## src/rtl/spart_pkg.sv

```systemverilog
// Shared constants and types for the SPART receive-side bus interface.
package spart_pkg;

    // Processor-visible register addresses
    localparam logic [1:0] ADDR_RXDATA = 2'b00;
    localparam logic [1:0] ADDR_STATUS = 2'b01;

    // Bit positions inside the status byte
    localparam int ST_NEMPTY  = 0;
    localparam int ST_FULL    = 1;
    localparam int ST_OVR     = 2;
    localparam int ST_CNT_LSB = 4;

    // Capture handshake with the serial receiver
    typedef enum logic {
        CAP_IDLE = 1'b0,
        CAP_ACK  = 1'b1
    } cap_state_t;

endpackage

```

## src/rtl/spart_rx_fifo.sv

```systemverilog
// Small synchronous FIFO for received bytes. The head is presented
// combinationally; a pop on empty and a push on full without a pop are ignored.
module spart_rx_fifo #(
    parameter int DEPTH = 8,
    parameter int AW    = 3
) (
    input  logic          clk,
    input  logic          rst,
    input  logic          push,
    input  logic          pop,
    input  logic [7:0]    din,
    output logic [7:0]    dout,
    output logic          full,
    output logic          empty,
    output logic [AW:0]   count
);

    localparam logic [AW:0] FULL_CNT = DEPTH[AW:0];

    logic [7:0]    mem_reg [DEPTH];
    logic [AW-1:0] wr_ptr_reg;
    logic [AW-1:0] rd_ptr_reg;
    logic [AW:0]   count_reg;
    logic          do_push;
    logic          do_pop;

    // A pop frees a slot in the same cycle, so a full FIFO can still accept a push then
    assign do_pop  = pop && (count_reg != '0);
    assign do_push = push && ((count_reg != FULL_CNT) || do_pop);

    // Storage: each entry loads when the write pointer selects it
    generate
        for (genvar gi = 0; gi < DEPTH; gi++) begin : g_entry
            always_ff @(posedge clk) begin
                if (do_push && (wr_ptr_reg == AW'(gi))) begin
                    mem_reg[gi] <= din;
                end
            end
        end
    endgenerate

    // Pointer and occupancy bookkeeping; pointers wrap naturally modulo DEPTH
    always_ff @(posedge clk) begin
        if (rst) begin
            wr_ptr_reg <= '0;
            rd_ptr_reg <= '0;
            count_reg  <= '0;
        end else begin
            if (do_push) wr_ptr_reg <= wr_ptr_reg + 1'b1;
            if (do_pop)  rd_ptr_reg <= rd_ptr_reg + 1'b1;
            case ({do_push, do_pop})
                2'b10:   count_reg <= count_reg + 1'b1;
                2'b01:   count_reg <= count_reg - 1'b1;
                default: count_reg <= count_reg;
            endcase
        end
    end

    assign dout  = mem_reg[rd_ptr_reg];
    assign full  = (count_reg == FULL_CNT);
    assign empty = (count_reg == '0);
    assign count = count_reg;

endmodule

```

## src/rtl/spart_rx_bus_if.sv

```systemverilog
// Receive-side bus interface: captures bytes from the SPART receiver into a
// FIFO and exposes the data and a status byte on the processor I/O bus.
module spart_rx_bus_if
    import spart_pkg::*;
#(
    parameter int DEPTH = 8,
    parameter int AW    = 3
) (
    input  logic       clk,
    input  logic       rst,
    input  logic [7:0] rx_data,
    input  logic       rda,
    output logic       clr_rda,
    input  logic       iocs,
    input  logic       iorw,
    input  logic [1:0] ioaddr,
    input  logic [7:0] wr_data,
    output logic [7:0] rd_data,
    output logic       rx_irq,
    output logic       overrun
);

    cap_state_t  state_reg, state_next;
    logic        push_req;
    logic        rd_pop;
    logic        ovr_set;
    logic        ovr_clr;
    logic        overrun_reg;
    logic        rx_irq_reg;
    logic [7:0]  rd_data_reg;
    logic [7:0]  status;
    logic [7:0]  fifo_dout;
    logic        fifo_full;
    logic        fifo_empty;
    logic [AW:0] fifo_count;
    logic        unused_wr_bits;

    spart_rx_fifo #(
        .DEPTH (DEPTH),
        .AW    (AW)
    ) u_fifo (
        .clk   (clk),
        .rst   (rst),
        .push  (push_req),
        .pop   (rd_pop),
        .din   (rx_data),
        .dout  (fifo_dout),
        .full  (fifo_full),
        .empty (fifo_empty),
        .count (fifo_count)
    );

    assign rd_pop  = iocs && iorw && (ioaddr == ADDR_RXDATA);
    assign ovr_clr = iocs && !iorw && (ioaddr == ADDR_STATUS) && wr_data[ST_OVR];
    // Only the overrun-clear bit of a status write carries meaning
    assign unused_wr_bits = ^{wr_data[7:3], wr_data[1:0]};

    // Capture state register
    always_ff @(posedge clk) begin
        if (rst) state_reg <= CAP_IDLE;
        else     state_reg <= state_next;
    end

    // Capture next state: one push per rda assertion, ack held until rda drops
    always_comb begin
        state_next = state_reg;
        push_req   = 1'b0;
        ovr_set    = 1'b0;
        clr_rda    = 1'b0;
        case (state_reg)
            CAP_IDLE: begin
                if (rda) begin
                    push_req   = 1'b1;
                    // A same-cycle pop makes room, so only a full FIFO without a pop drops the byte
                    ovr_set    = fifo_full && !rd_pop;
                    state_next = CAP_ACK;
                end
            end
            CAP_ACK: begin
                clr_rda = 1'b1;
                if (!rda) state_next = CAP_IDLE;
            end
            default: state_next = CAP_IDLE;
        endcase
    end

    // Sticky overrun flag; a set in the same cycle as a clear wins
    always_ff @(posedge clk) begin
        if (rst)          overrun_reg <= 1'b0;
        else if (ovr_set) overrun_reg <= 1'b1;
        else if (ovr_clr) overrun_reg <= 1'b0;
    end

    // Status byte assembled from live FIFO state
    always_comb begin
        status                 = '0;
        status[ST_NEMPTY]      = !fifo_empty;
        status[ST_FULL]        = fifo_full;
        status[ST_OVR]         = overrun_reg;
        status[7:ST_CNT_LSB]   = 4'(fifo_count);
    end

    // Registered read data; holds when there is no read access
    always_ff @(posedge clk) begin
        if (rst) begin
            rd_data_reg <= 8'h00;
        end else if (iocs && iorw) begin
            case (ioaddr)
                ADDR_RXDATA: rd_data_reg <= fifo_empty ? 8'h00 : fifo_dout;
                ADDR_STATUS: rd_data_reg <= status;
                default:     rd_data_reg <= 8'h00;
            endcase
        end
    end

    // Interrupt follows occupancy one cycle later
    always_ff @(posedge clk) begin
        if (rst) rx_irq_reg <= 1'b0;
        else     rx_irq_reg <= (fifo_count != '0);
    end

    assign rd_data = rd_data_reg;
    assign rx_irq  = rx_irq_reg;
    assign overrun = overrun_reg;

endmodule

```

## config.mk

```make
export PLATFORM = sky130hd
export DESIGN_NAME = spart_rx_bus_if
export DESIGN_NICKNAME = d
export VERILOG_FILES = /design/src/rtl/spart_pkg.sv /design/src/rtl/spart_rx_fifo.sv /design/src/rtl/spart_rx_bus_if.sv
export SDC_FILE = /design/constraint.sdc
export NUM_CORES = 1
export LEC_CHECK = 0
export ABC_AREA = 1
export CAP_MARGIN = 20
export CORE_UTILIZATION = 40
export CTS_CLUSTER_SIZE = 25
export DETAILED_ROUTE_END_ITERATION = 8
export GPL_TIMING_DRIVEN = 0
export PLACE_DENSITY = 0.63
export SYNTH_ARGS = -nofsm -noshare
export SYNTH_HDL_FRONTEND = slang
export SYNTH_HIERARCHICAL = 1
export SYNTH_SLANG_ARGS = --single-unit
export TNS_END_PERCENT = 10
```

## constraint.sdc

```tcl
create_clock -name clk -period 2.9 [get_ports clk]
set_input_delay 0.58 -clock clk [delete_from_list [all_inputs] [get_ports clk]]
set_output_delay 0.58 -clock clk [all_outputs]
set_load 0.01 [all_outputs]
```

==> results of run 1 <==
-- logic make-up (layout without fill, tap and decap cells) --
group | after synthesis | in the layout | share of synthesized area [%]
compound gates | 68 | 68 | 9.78
buf+inv | 61 | 109 | 6.70
xor+xnor | 3 | 3 | 0.673
flops | 88 | 88 | 61.5
mux | 8 | 8 | 2.05
simple gates | 142 | 142 | 16.1
fa+ha+maj | 10 | 10 | 3.21
-- worst reg2reg max path, stage by stage, from the launching register on --
cell and delay (ps):
sky130_fd_sc_hd__dfxtp_1 390, sky130_fd_sc_hd__nor2_2 160, sky130_fd_sc_hd__nand2_2 70, sky130_fd_sc_hd__nor2_4 120, sky130_fd_sc_hd__nand2_2 70, sky130_fd_sc_hd__nand2_4 80, sky130_fd_sc_hd__buf_6 140, sky130_fd_sc_hd__ha_1 220
sky130_fd_sc_hd__nand2_1 70, sky130_fd_sc_hd__inv_1 80, sky130_fd_sc_hd__nor2_1 60, sky130_fd_sc_hd__ha_1 170, sky130_fd_sc_hd__a21oi_1 170, sky130_fd_sc_hd__xnor2_1 100, sky130_fd_sc_hd__o21ai_1 140, sky130_fd_sc_hd__inv_1 50
-- cell type report --
class	count	area share [%]
Buffer	12	1.63
Clock buffer	10	2.77
Clock inverter	6	2.12
Inverter	49	4.04
Multi-Input combinational cell	231	27.1
Sequential cell	88	52.1
Tap cell	129	3.50
Timing Repair Buffer	32	6.73
-- what timing repair did --
| action | CTS | global route |
|---|---|---|
| gates resized for setup | 0 | 1 |
| setup endpoints to repair | 0 | 1 |
| hold buffers | 0 | 0 |
-- final timing paths --
| kind | depth (start not counted) | start | to |
|---|---|---|---|
| worst max-delay path | 11 | iorw | u_fifo/mem_reg[4][5] |
| worst min register to register | 2 | rd_data[3] | rd_data[3] |
| worst max register to register | 15 | u_fifo/count[1] | u_fifo/count[2] |
| worst min-delay path | 2 | rd_data[3] | rd_data[3] |
-- routing by layer --
| metal | vias up | wire length, um | track usage [%] |
|---|---|---|---|
| met1 | 1203 | 3670 | 22.9 |
| met3 | 9 | 327 | 2.98 |
| met2 | 51 | 3920 | 29.7 |
| met5 | - | 0 | 0 |
| li1 | 1357 | - | - |
| met4 | 0 | 124 | 7.69 |
-- stage by stage --
step / cells / power, mW / setup TNS (ps)
3_5_place_dp: 541 / 1.78 / -2730
2_1_floorplan: 380 / 1.65 / 0
3_3_place_gp: 535 / 1.77 / -23600
4_1_cts: 557 / 2.73 / 0
5_1_grt: 557 / 2.83 / 0
6_report: 557 / 2.70 / 0
-- report_power, final --
group	total (mW)	switching (mW)	internal (mW)
sequential	1.43	0.0328	1.40
clock	0.953	0.452	0.501
combinational	0.318	0.192	0.126
total	2.70	0.676	2.03
-- cells in the final DEF (no fill, tap or decap), drive strengths merged --
| cell | instances |
|---|---|
| dfxtp | 24 |
| nor3 | 6 |
| nand4 | 1 |
| and3 | 1 |
| o21ai | 45 |
| buf | 15 |
| a31oi | 1 |
| inv | 53 |
| nor2 | 59 |
| edfxtp | 64 |
| nand2 | 63 |
| clkdlybuf4s50 | 26 |
| a21oi | 14 |
| nand3 | 12 |
| xnor2 | 2 |
| ha | 10 |
| xor2 | 1 |
| clkbuf | 13 |
| mux2i | 8 |
| o22ai | 8 |
| bufinv | 2 |
==> impl_results.md, run 1 <==
* Data required time of the critical path at 2970 ps
* Measured slew at the worst slew-check pin at 920 ps
* Clock tree from TritonCTS: yes
* Count of antenna-violating nets left after detailed routing at 0
* Worst-case vdd ir drop at 0.000262 V
* Slew Viols, Final at 0
* Vias per cell at 4.70
* Placed inst area at 4390 um2
* Post-synth design cell area at 3900 um2
* Proportion of synthesized chip area in sequential cells at 61.5%
* PD cells at 586 nW/um2
* Flip-flop count of the largest register after layout at 64
* Post-detailed-route DRC marker count at 0
* Placement Rows at 35
* Clock input transition at the sequential cells of the worst setup and hold paths at 90 ps
* Clock buffer count from CTS at 9
* Routed wirelength normalized by instance count at 14.4 um
* Max Root-Sink Buffers at 2
* Via count at 2620
* Cell family with most CP delay: buffers and inverters
* Worst setup margin at 222 ps
* Highest clock rate at 373 MHz
* Maximum number of pins on one net before global-route repair at 17
* Count of different cell masters after synthesis at 32
* Die H at 101 um
* RSZ-0062 raised after global routing: false
* Top-area cell type share of the netlist area at 49.2%
* Layout Skew at 9.90 ps
* Outcome: complete, no violations
* Total routing resource utilization after global routing at 17.8%
* Crit end category: flip-flop
* Initial antenna violation count at 0
* Setup slack of the most critical reg-to-reg path at 710 ps
* Layout Utilization at 49.4%
* Floorplan Core Area at 9330 um2
* Post-synth EDFFs at 64
* Fraction of final layout cells sized beyond drive strength 1 at 13.3%
* DIE AREA at 10200 um2
* Ant. Diodes at 0
* Initial cell density of the core at 41.9%
* # Max-Cap Violations at 0
* Clk sinks at 88
* Cell type contributing the most total cell area after synthesis: sky130_fd_sc_hd__edfxtp_1
* CP peak stage delay at 600 ps
* Layout net count at 456
* Final setup violating endpoints at 0
* Mean instance size in the synthesized netlist at 10.3 um2
* Hold WS at 468 ps
* Relative slew margins at 38.4%
* Most instantiated flip-flop cell in the synthesis netlist: sky130_fd_sc_hd__edfxtp_1
* Largest cells by area after synthesis: sky130_fd_sc_hd__edfxtp_1 (49%), sky130_fd_sc_hd__dfxtp_1 (12%), sky130_fd_sc_hd__nand2_1 (5.4%)
* Layout filler cell count at 867
* Sum of buffers and inverters on the critical path at 6
* Clock latency at the later pin of the worst-skew pair at 360 ps
* Top cells by instance count after synthesis: sky130_fd_sc_hd__edfxtp_1 (64), sky130_fd_sc_hd__nand2_1 (56), sky130_fd_sc_hd__nor2_1 (55), sky130_fd_sc_hd__inv_1 (44), sky130_fd_sc_hd__o21ai_0 (35)
* Tmin final at 2680 ps
* Area of the multi-input gates at 1250 um2
* Port Buffer Count at 26
* Minimum setup slack after placement at -160 ps
* Async set or reset register ratio after synthesis at 0%
* Post-DP HPWL at 5610 um
* Startpoint-to-endpoint class of the critical path: in -> reg
* Data arrival time of the critical path at 2750 ps
* Period utilization at 92.3%
* Post-CTS setup-driven buffer insertion count at 0
* CTS Root Buffer Type: sky130_fd_sc_hd__clkbuf_8
* Library cell with the highest instance count after synthesis: sky130_fd_sc_hd__edfxtp_1
* Sum of overflow across all layers after global routing at 0
* Mapped Cells at 380
* Top-level port count at 34
* Worst min-delay path class: reg -> reg
* Routed Wire Length at 8040 um
* Post-Synthesis Net Count at 413
* Post-route design area at 4610 um2
* Initial DRC count at 81
* Yosys warning count at 6
* Critical-path cell with the highest stage delay: sky130_fd_sc_hd__nor3_1
* Final Hold Fails at 0
* Die extent in x at 101 um
* Cell leakage power at 1.79 nW
* Storage cell area at 2400 um2
* Iteration count of the initial detailed-routing pass at 4
* Number of levels the H-tree was split into at 3
* Critical Path Source Type: input pin
* Crit Path Max Fanout at 11
* Via count of the first global-routing pass at 2589
* Synthesis-to-finish area growth at 18.1%
* Final Wtd Congestion at 0.824
* Number of synthesized register bits at 88
* Wire length of the first global-routing pass at 13200 um
* CP cell instances: clkdlybuf4s50_1 -> nand2_4 -> inv_4 -> nand2_1 -> inv_1 -> inv_1 -> nand2_2 -> nand2_4 -> buf_6 -> nor3_1 -> buf_4
(Power assumes the default switching activity.)
==> run 2: changes to the inputs <==
clock period = 3.15 ns   (was 2.9 ns; I/O delays follow)
==> run 2 against run 1 <==
  * Clock skew barely moved
  * Cell area stayed put
  * Sequential power shrank 8%
  * Critical path depth is 7 higher
  * Largest cell class unchanged
  * Hold slack is the same
  * Via count decreased by 0.31%
  * Power shrank 7.9%
  * Utilization stayed put
  * Combinational power is 8.2% lower
==> impl_results.md, run 2 (same netlist as run 1, synthesis figures left out) <==
* Hold WS at 468 ps (unchanged)
* Net switching power at 0.622 mW (was 0.676 mW)
* Crit Path Max Fanout at 11 (unchanged)
* Tmin final at 2770 ps
* Cell leakage power at 1.79 nW (unchanged)
* Iteration count of the initial detailed-routing pass at 4 (unchanged)
* Synthesis-to-finish area growth at 18.1% (unchanged)
* Crit end category: flip-flop (unchanged)
* Worst min-delay path class: reg -> reg (unchanged)
* PD cells at 540 nW/um2 (was 586 nW/um2)
* CTS Root Buffer Type: sky130_fd_sc_hd__clkbuf_8 (unchanged)
* Clk sinks at 88 (unchanged)
* Via count of the first global-routing pass at 2589 (unchanged)
* Final Hold Fails at 0 (unchanged)
* Wire length of the first global-routing pass at 13200 um (unchanged)
* Max Root-Sink Buffers at 2 (unchanged)
* Die H at 101 um (unchanged)
* Final setup violating endpoints at 0 (unchanged)
* Clock buffer count from CTS at 9 (unchanged)
* Critical Path Source Type: input pin (unchanged)
* Count of antenna-violating nets left after detailed routing at 0 (unchanged)
* Clock latency at the later pin of the worst-skew pair at 360 ps (about the same)
* Proportion of power drawn by the clock network at 35.3% (about the same)
* Flip-flop count of the largest register after layout at 64 (unchanged)
* Routed Wire Length at 8040 um (about the same)
* Clock input transition at the sequential cells of the worst setup and hold paths at 90 ps (about the same)
* Data required time of the critical path at 3400 ps (was 2970 ps)
* Highest clock rate at 361 MHz
* Setup total negative slack at 0 ps (unchanged)
* Maximum number of pins on one net before global-route repair at 17 (unchanged)
* Critical-path cell with the highest stage delay: sky130_fd_sc_hd__clkdlybuf4s50_1 (was sky130_fd_sc_hd__nor3_1)
* Total routing resource utilization after global routing at 17.8% (unchanged)
* Hold bufs inserted after CTS at 0 (unchanged)
* Data arrival time of the critical path at 3020 ps (was 2750 ps)
* Top-level port count at 34 (unchanged)
* Startpoint-to-endpoint class of the critical path: in -> reg (unchanged)
* Floorplan Core Area at 9330 um2 (unchanged)
* Outcome: complete, no violations (unchanged)
* Period utilization at 87.9%
* Fraction of final layout cells sized beyond drive strength 1 at 13.3% (unchanged)
* DIE AREA at 10200 um2 (unchanged)
* Layout net count at 456 (unchanged)
* Share of total power in combinational logic at 11.8% (about the same)
* Cell family with most CP delay: buffers and inverters (unchanged)
* Vias per cell at 4.69 (was 4.70)
* Internal power contribution at 1.87 mW (was 2.03 mW)
* Number of levels the H-tree was split into at 3 (unchanged)
* CP cell instances: clkdlybuf4s50_1 -> nand2_4 -> inv_4 -> nand2_1 -> inv_1 -> inv_1 -> nand2_2 -> nand2_4 -> buf_6 -> ha_1 -> nand2_1 -> inv_1 -> nor2_1 -> ha_1 -> a21oi_1 -> xnor2_1 -> o21ai_0 -> inv_1 (was clkdlybuf4s50_1 -> nand2_4 -> inv_4 -> nand2_1 -> inv_1 -> inv_1 -> nand2_2 -> nand2_4 -> buf_6 -> nor3_1 -> buf_4)
* Layout Utilization at 49.4% (unchanged)
* Most frequent cell on the critical path: sky130_fd_sc_hd__inv_1
* Resize count post-CTS at 0 (unchanged)
* Ant. Diodes at 0 (unchanged)
* Initial cell density of the core at 41.9% (unchanged)
* Setup slack of the most critical reg-to-reg path at 910 ps (was 710 ps)
* Via count at 2612 (was 2620)
* Commonest non-fill, non-tap cell in the layout: sky130_fd_sc_hd__edfxtp_1 (unchanged)
* Final Wtd Congestion at 0.824 (unchanged)
* Most frequent cells in the layout: sky130_fd_sc_hd__edfxtp_1 (64), sky130_fd_sc_hd__nand2_1 (56), sky130_fd_sc_hd__nor2_1 (55) (unchanged)
* Relative slew margins at 38.4% (about the same)
* Post-detailed-route DRC marker count at 0 (unchanged)
* Clock tree from TritonCTS: yes (unchanged)
* Placement Rows at 35 (unchanged)
* Post-CTS setup-driven buffer insertion count at 0 (unchanged)
* Initial DRC count at 82 (was 81)
* Switch share at 25.0% (about the same)
* Post-DP HPWL at 5610 um (unchanged)
* Port Buffer Count at 26 (unchanged)
* Routed wirelength normalized by instance count at 14.4 um (about the same)
* Worst-case vdd ir drop at 0.000242 V (was 0.000262 V)
* RSZ-0062 raised after global routing: false (unchanged)
* Initial antenna violation count at 0 (unchanged)
* # Max-Cap Violations at 0 (unchanged)
* Die extent in x at 101 um (unchanged)
* Slew Viols, Final at 0 (unchanged)
* CP peak stage delay at 530 ps (was 600 ps)
* Measured slew at the worst slew-check pin at 920 ps (about the same)
* Relative contribution of sequential cells to total power at 53.0% (about the same)
* Sum of buffers and inverters on the critical path at 7 (was 6)
* Layout Skew at 9.72 ps (was 9.90 ps)
* Sum of overflow across all layers after global routing at 0 (unchanged)
run 2: cell counts in the layout (fill, tap and decap cells not counted):
Identical to the previous run, type by type.
run 2: routing by layer:
layer	wire, um	global-route usage [%]	up-vias
li1	-	-	1357
met1	3670	22.9	1195
met2	3910	29.7	51
met3	327	2.98	9
met4	124	7.69	0
met5	0	0	-
run 2: tightest hold or removal path, cell delays in order, from the launching register on:
cell and delay [ps]:
sky130_fd_sc_hd__dfxtp_1 320, sky130_fd_sc_hd__nand2_1 60, sky130_fd_sc_hd__a21oi_1 50
run 2: power groups by stage:
stage               clock (mW)  combinational (mW)  sequential (mW)
floorplan                    0               0.181             1.34
global placement             0               0.281             1.34
detailed placement           0               0.295             1.34
CTS                      0.899               0.296             1.32
global route             0.947               0.331             1.32
finish                   0.877               0.292             1.32
run 2: final cells by class:
| type | count | area, um2 |
|---|---|---|
| clock buffer | 10 | 128 |
| multi-input combinational | 231 | 1250 |
| inverter | 49 | 186 |
| fill | 867 | 4720 |
| sequential | 88 | 2400 |
| buffer | 12 | 75.1 |
| clock inverter | 6 | 97.6 |
| timing repair buffer | 32 | 310 |
| tap | 129 | 161 |
run 2: path summary, 6_finish.rpt:
path,startpoint,end,cells past startpoint
setup / recovery,iorw,u_fifo/count[2],18
hold / removal,rd_data[3],rd_data[3],2
setup reg to reg,u_fifo/count[1],u_fifo/count[2],15
hold reg to reg,rd_data[3],rd_data[3],2
run 2: per-stage QoR:
stage                     power, mW  cell area (um2)  setup WS, ps  std cells
after global placement         1.63             4330          -500        535
after global routing           2.60             4610           166        557
after CTS                      2.51             4610           416        557
after floorplan                1.52             3900           866        380
final                          2.49             4610           381        557
after detailed placement       1.64             4390          39.9        541
==> run 3: changes to the inputs <==
CORE_MARGIN = 2   (was not set)
TNS_END_PERCENT = 1   (was 10)
==> run 3 against run 2 <==
  * First-iteration DRC count grew to 2.6 times the previous value
  * Clock skew grew 6.4 ps
  * Power shrank 5.1%
  * Sequential cell count unchanged
  * Critical path depth decreased by 7
  * Critical path type unchanged
==> impl_results.md, run 3 (same netlist as run 1, synthesis figures left out) <==
* Data required time of the critical path at 3230 ps (was 3400 ps)
* Cell leakage power at 1.75 nW (was 1.79 nW)
* Sum of overflow across all layers after global routing at 0 (unchanged)
* Highest clock rate at 364 MHz (was 361 MHz)
* Most frequent cells in the layout: sky130_fd_sc_hd__edfxtp_1 (64), sky130_fd_sc_hd__nand2_1 (56), sky130_fd_sc_hd__nor2_1 (55) (unchanged)
* Relative slew margins at 33.8% (was 38.4%)
* Capture point of the critical path: u_fifo/mem_reg[4][5] (was u_fifo/count[2])
* DP Cell Count at 542 (was 541)
* Hold wc startpoint: rd_data[3] (unchanged)
* Clock input transition at the sequential cells of the worst setup and hold paths at 80 ps (was 90 ps)
* Setup slack of the most critical reg-to-reg path at 930 ps (was 910 ps)
* Layout Skew at 16.1 ps (was 9.72 ps)
* Measured slew at the worst slew-check pin at 987 ps (was 920 ps)
* Via count at 2729 (was 2612)
* Clk sinks at 88 (unchanged)
* RSZ-0062 raised after global routing: false (unchanged)
* Top-level port count at 34 (unchanged)
* Slew Viols, Final at 0 (unchanged)
* Ant. Diodes at 0 (unchanged)
* Final cell count without fillers at 558 (was 557)
* Hold bufs inserted after CTS at 0 (unchanged)
* Final Wtd Congestion at 0.777 (was 0.824)
* Initial cell density of the core at 40.5% (was 41.9%)
* Pwr Total at 2.36 mW (was 2.49 mW)
* Post-CTS setup-driven buffer insertion count at 0 (unchanged)
* Resize count post-CTS at 0 (unchanged)
* Data arrival time of the critical path at 2830 ps (was 3020 ps)
* Outcome: complete, no violations (unchanged)
* Setup total negative slack at 0 ps (unchanged)
* Number of levels the H-tree was split into at 3 (unchanged)
* Critical path origin: iocs (was iorw)
* Layout net count at 453 (was 456)
* Max Root-Sink Buffers at 2 (unchanged)
* Number of cells on the worst reg-to-reg path at 15 (unchanged)
* Wire length of the first global-routing pass at 13200 um (about the same)
* Via count of the first global-routing pass at 2626 (was 2589)
* Fraction of final layout cells sized beyond drive strength 1 at 12.5% (was 13.3%)
* Launch instance of the worst register-to-register path: u_fifo/count[1] (unchanged)
* Die H at 103 um (was 101 um)
* Synthesis-to-finish area growth at 16.6% (was 18.1%)
* Post-detailed-route DRC marker count at 0 (unchanged)
* Routed Wire Length at 8250 um (was 8040 um)
* Final Hold Fails at 0 (unchanged)
* Vias per cell at 4.89 (was 4.69)
* Maximum number of pins on one net before global-route repair at 15 (was 17)
* Critical Path Source Type: input pin (unchanged)
* DIE AREA at 10600 um2 (was 10200 um2)
* Worst setup margin at 406 ps (was 381 ps)
* Crit Path Max Fanout at 11 (unchanged)
* PD cells at 519 nW/um2 (was 540 nW/um2)
* Crit end category: flip-flop (unchanged)
* Reg2reg end: u_fifo/count[2] (unchanged)
* Period utilization at 87.1% (was 87.9%)
* Minimum setup slack after placement at 35.8 ps (was 39.9 ps)
* Worst-case vdd ir drop at 0.000202 V (was 0.000242 V)
* Port Buffer Count at 26 (unchanged)
* Total routing resource utilization after global routing at 17.1% (was 17.8%)
* Flip-flop count of the largest register after layout at 64 (unchanged)
* Placement Rows at 36 (was 35)
* Final setup violating endpoints at 0 (unchanged)
* CTS Root Buffer Type: sky130_fd_sc_hd__clkbuf_8 (unchanged)
* CP peak stage delay at 630 ps (was 530 ps)
* Startpoint-to-endpoint class of the critical path: in -> reg (unchanged)
* Die extent in x at 103 um (was 101 um)
* Floorplan Core Area at 9640 um2 (was 9330 um2)
* Initial DRC count at 216 (was 82)
* Initial antenna violation count at 0 (unchanged)
* # Max-Cap Violations at 0 (unchanged)
* Count of antenna-violating nets left after detailed routing at 0 (unchanged)
* Critical-path cell with the highest stage delay: sky130_fd_sc_hd__nor3_1 (was sky130_fd_sc_hd__clkdlybuf4s50_1)
* CP cell instances: clkdlybuf4s50_1 -> nand2_4 -> inv_4 -> nand2_1 -> inv_1 -> inv_1 -> nand2_2 -> nand2_4 -> buf_6 -> nor3_1 -> buf_4 (was clkdlybuf4s50_1 -> nand2_4 -> inv_4 -> nand2_1 -> inv_1 -> inv_1 -> nand2_2 -> nand2_4 -> buf_6 -> ha_1 -> nand2_1 -> inv_1 -> nor2_1 -> ha_1 -> a21oi_1 -> xnor2_1 -> o21ai_0 -> inv_1)
* Hold WS at 469 ps (was 468 ps)
* Worst min-delay path class: reg -> reg (unchanged)
* Post-DP HPWL at 5610 um (about the same)
* Commonest non-fill, non-tap cell in the layout: sky130_fd_sc_hd__edfxtp_1 (unchanged)
* Clock latency at the later pin of the worst-skew pair at 370 ps (was 360 ps)
* Iteration count of the initial detailed-routing pass at 4 (unchanged)
* Clock buffer count from CTS at 9 (unchanged)
* Tmin final at 2740 ps (was 2770 ps)
* Clock tree from TritonCTS: yes (unchanged)
* Routed wirelength normalized by instance count at 14.8 um (was 14.4 um)
[run 3: cell count changes in the layout (fill, tap and decap cells not counted), sizes merged]
| cell | before | now |
|---|---|---|
| inv | 53 | 49 |
| buf | 15 | 12 |
| clkinv | 0 | 3 |
| clkbuf | 13 | 15 |
| bufinv | 2 | 1 |
[run 3: metal layers]
layer	GRT usage, %	up-vias	part of all wire, %
li1	-	1345	-
met1	22.0	1309	45
met2	28.2	61	49
met3	3.05	14	3.9
met4	8.30	0	2.5
met5	0	-	0
[run 3: critical path, delay by kind of cell]
| kind | cells | cell delay, ps |
|---|---|---|
| buffers and inverters | 6 | 1210 |
| and+or+nand+nor | 5 | 980 |
[run 3: area by class of cell]
type	count	area, um2
fillers	927	5090
flip-flops and latches	88	2400
inverters	49	186
clock inverters	4	48.8
clock buffers	12	135
plain buffers	12	75.1
multi-input cells	231	1250
repair buffers	29	283
well taps	133	166
[run 3: power by group]
part,switching [mW],leakage [nW],internal (mW)
Combinational,0.179,0.882,0.111
Clock,0.385,0.0943,0.366
Sequential,0.0317,0.776,1.29
[run 3: worst min-delay path by stage]
stage	endpoint	slack (ps)	cells past startpoint
2_1_floorplan	flip-flop	450	1
3_3_place_gp	rd_data[3]	460	2
3_5_place_dp	rd_data[3]	460	2
4_1_cts	rd_data[3]	470	2
5_1_grt	rd_data[3]	490	2
6_report	rd_data[3]	470	2
[run 3: through the flow]
step	instance area, um2	utilization (%)
after floorplan	3900	-
after global routing	4550	47.2
final	4550	47.2
after global placement	4330	44.9
after CTS	4550	47.2
after detailed placement	4370	45.3
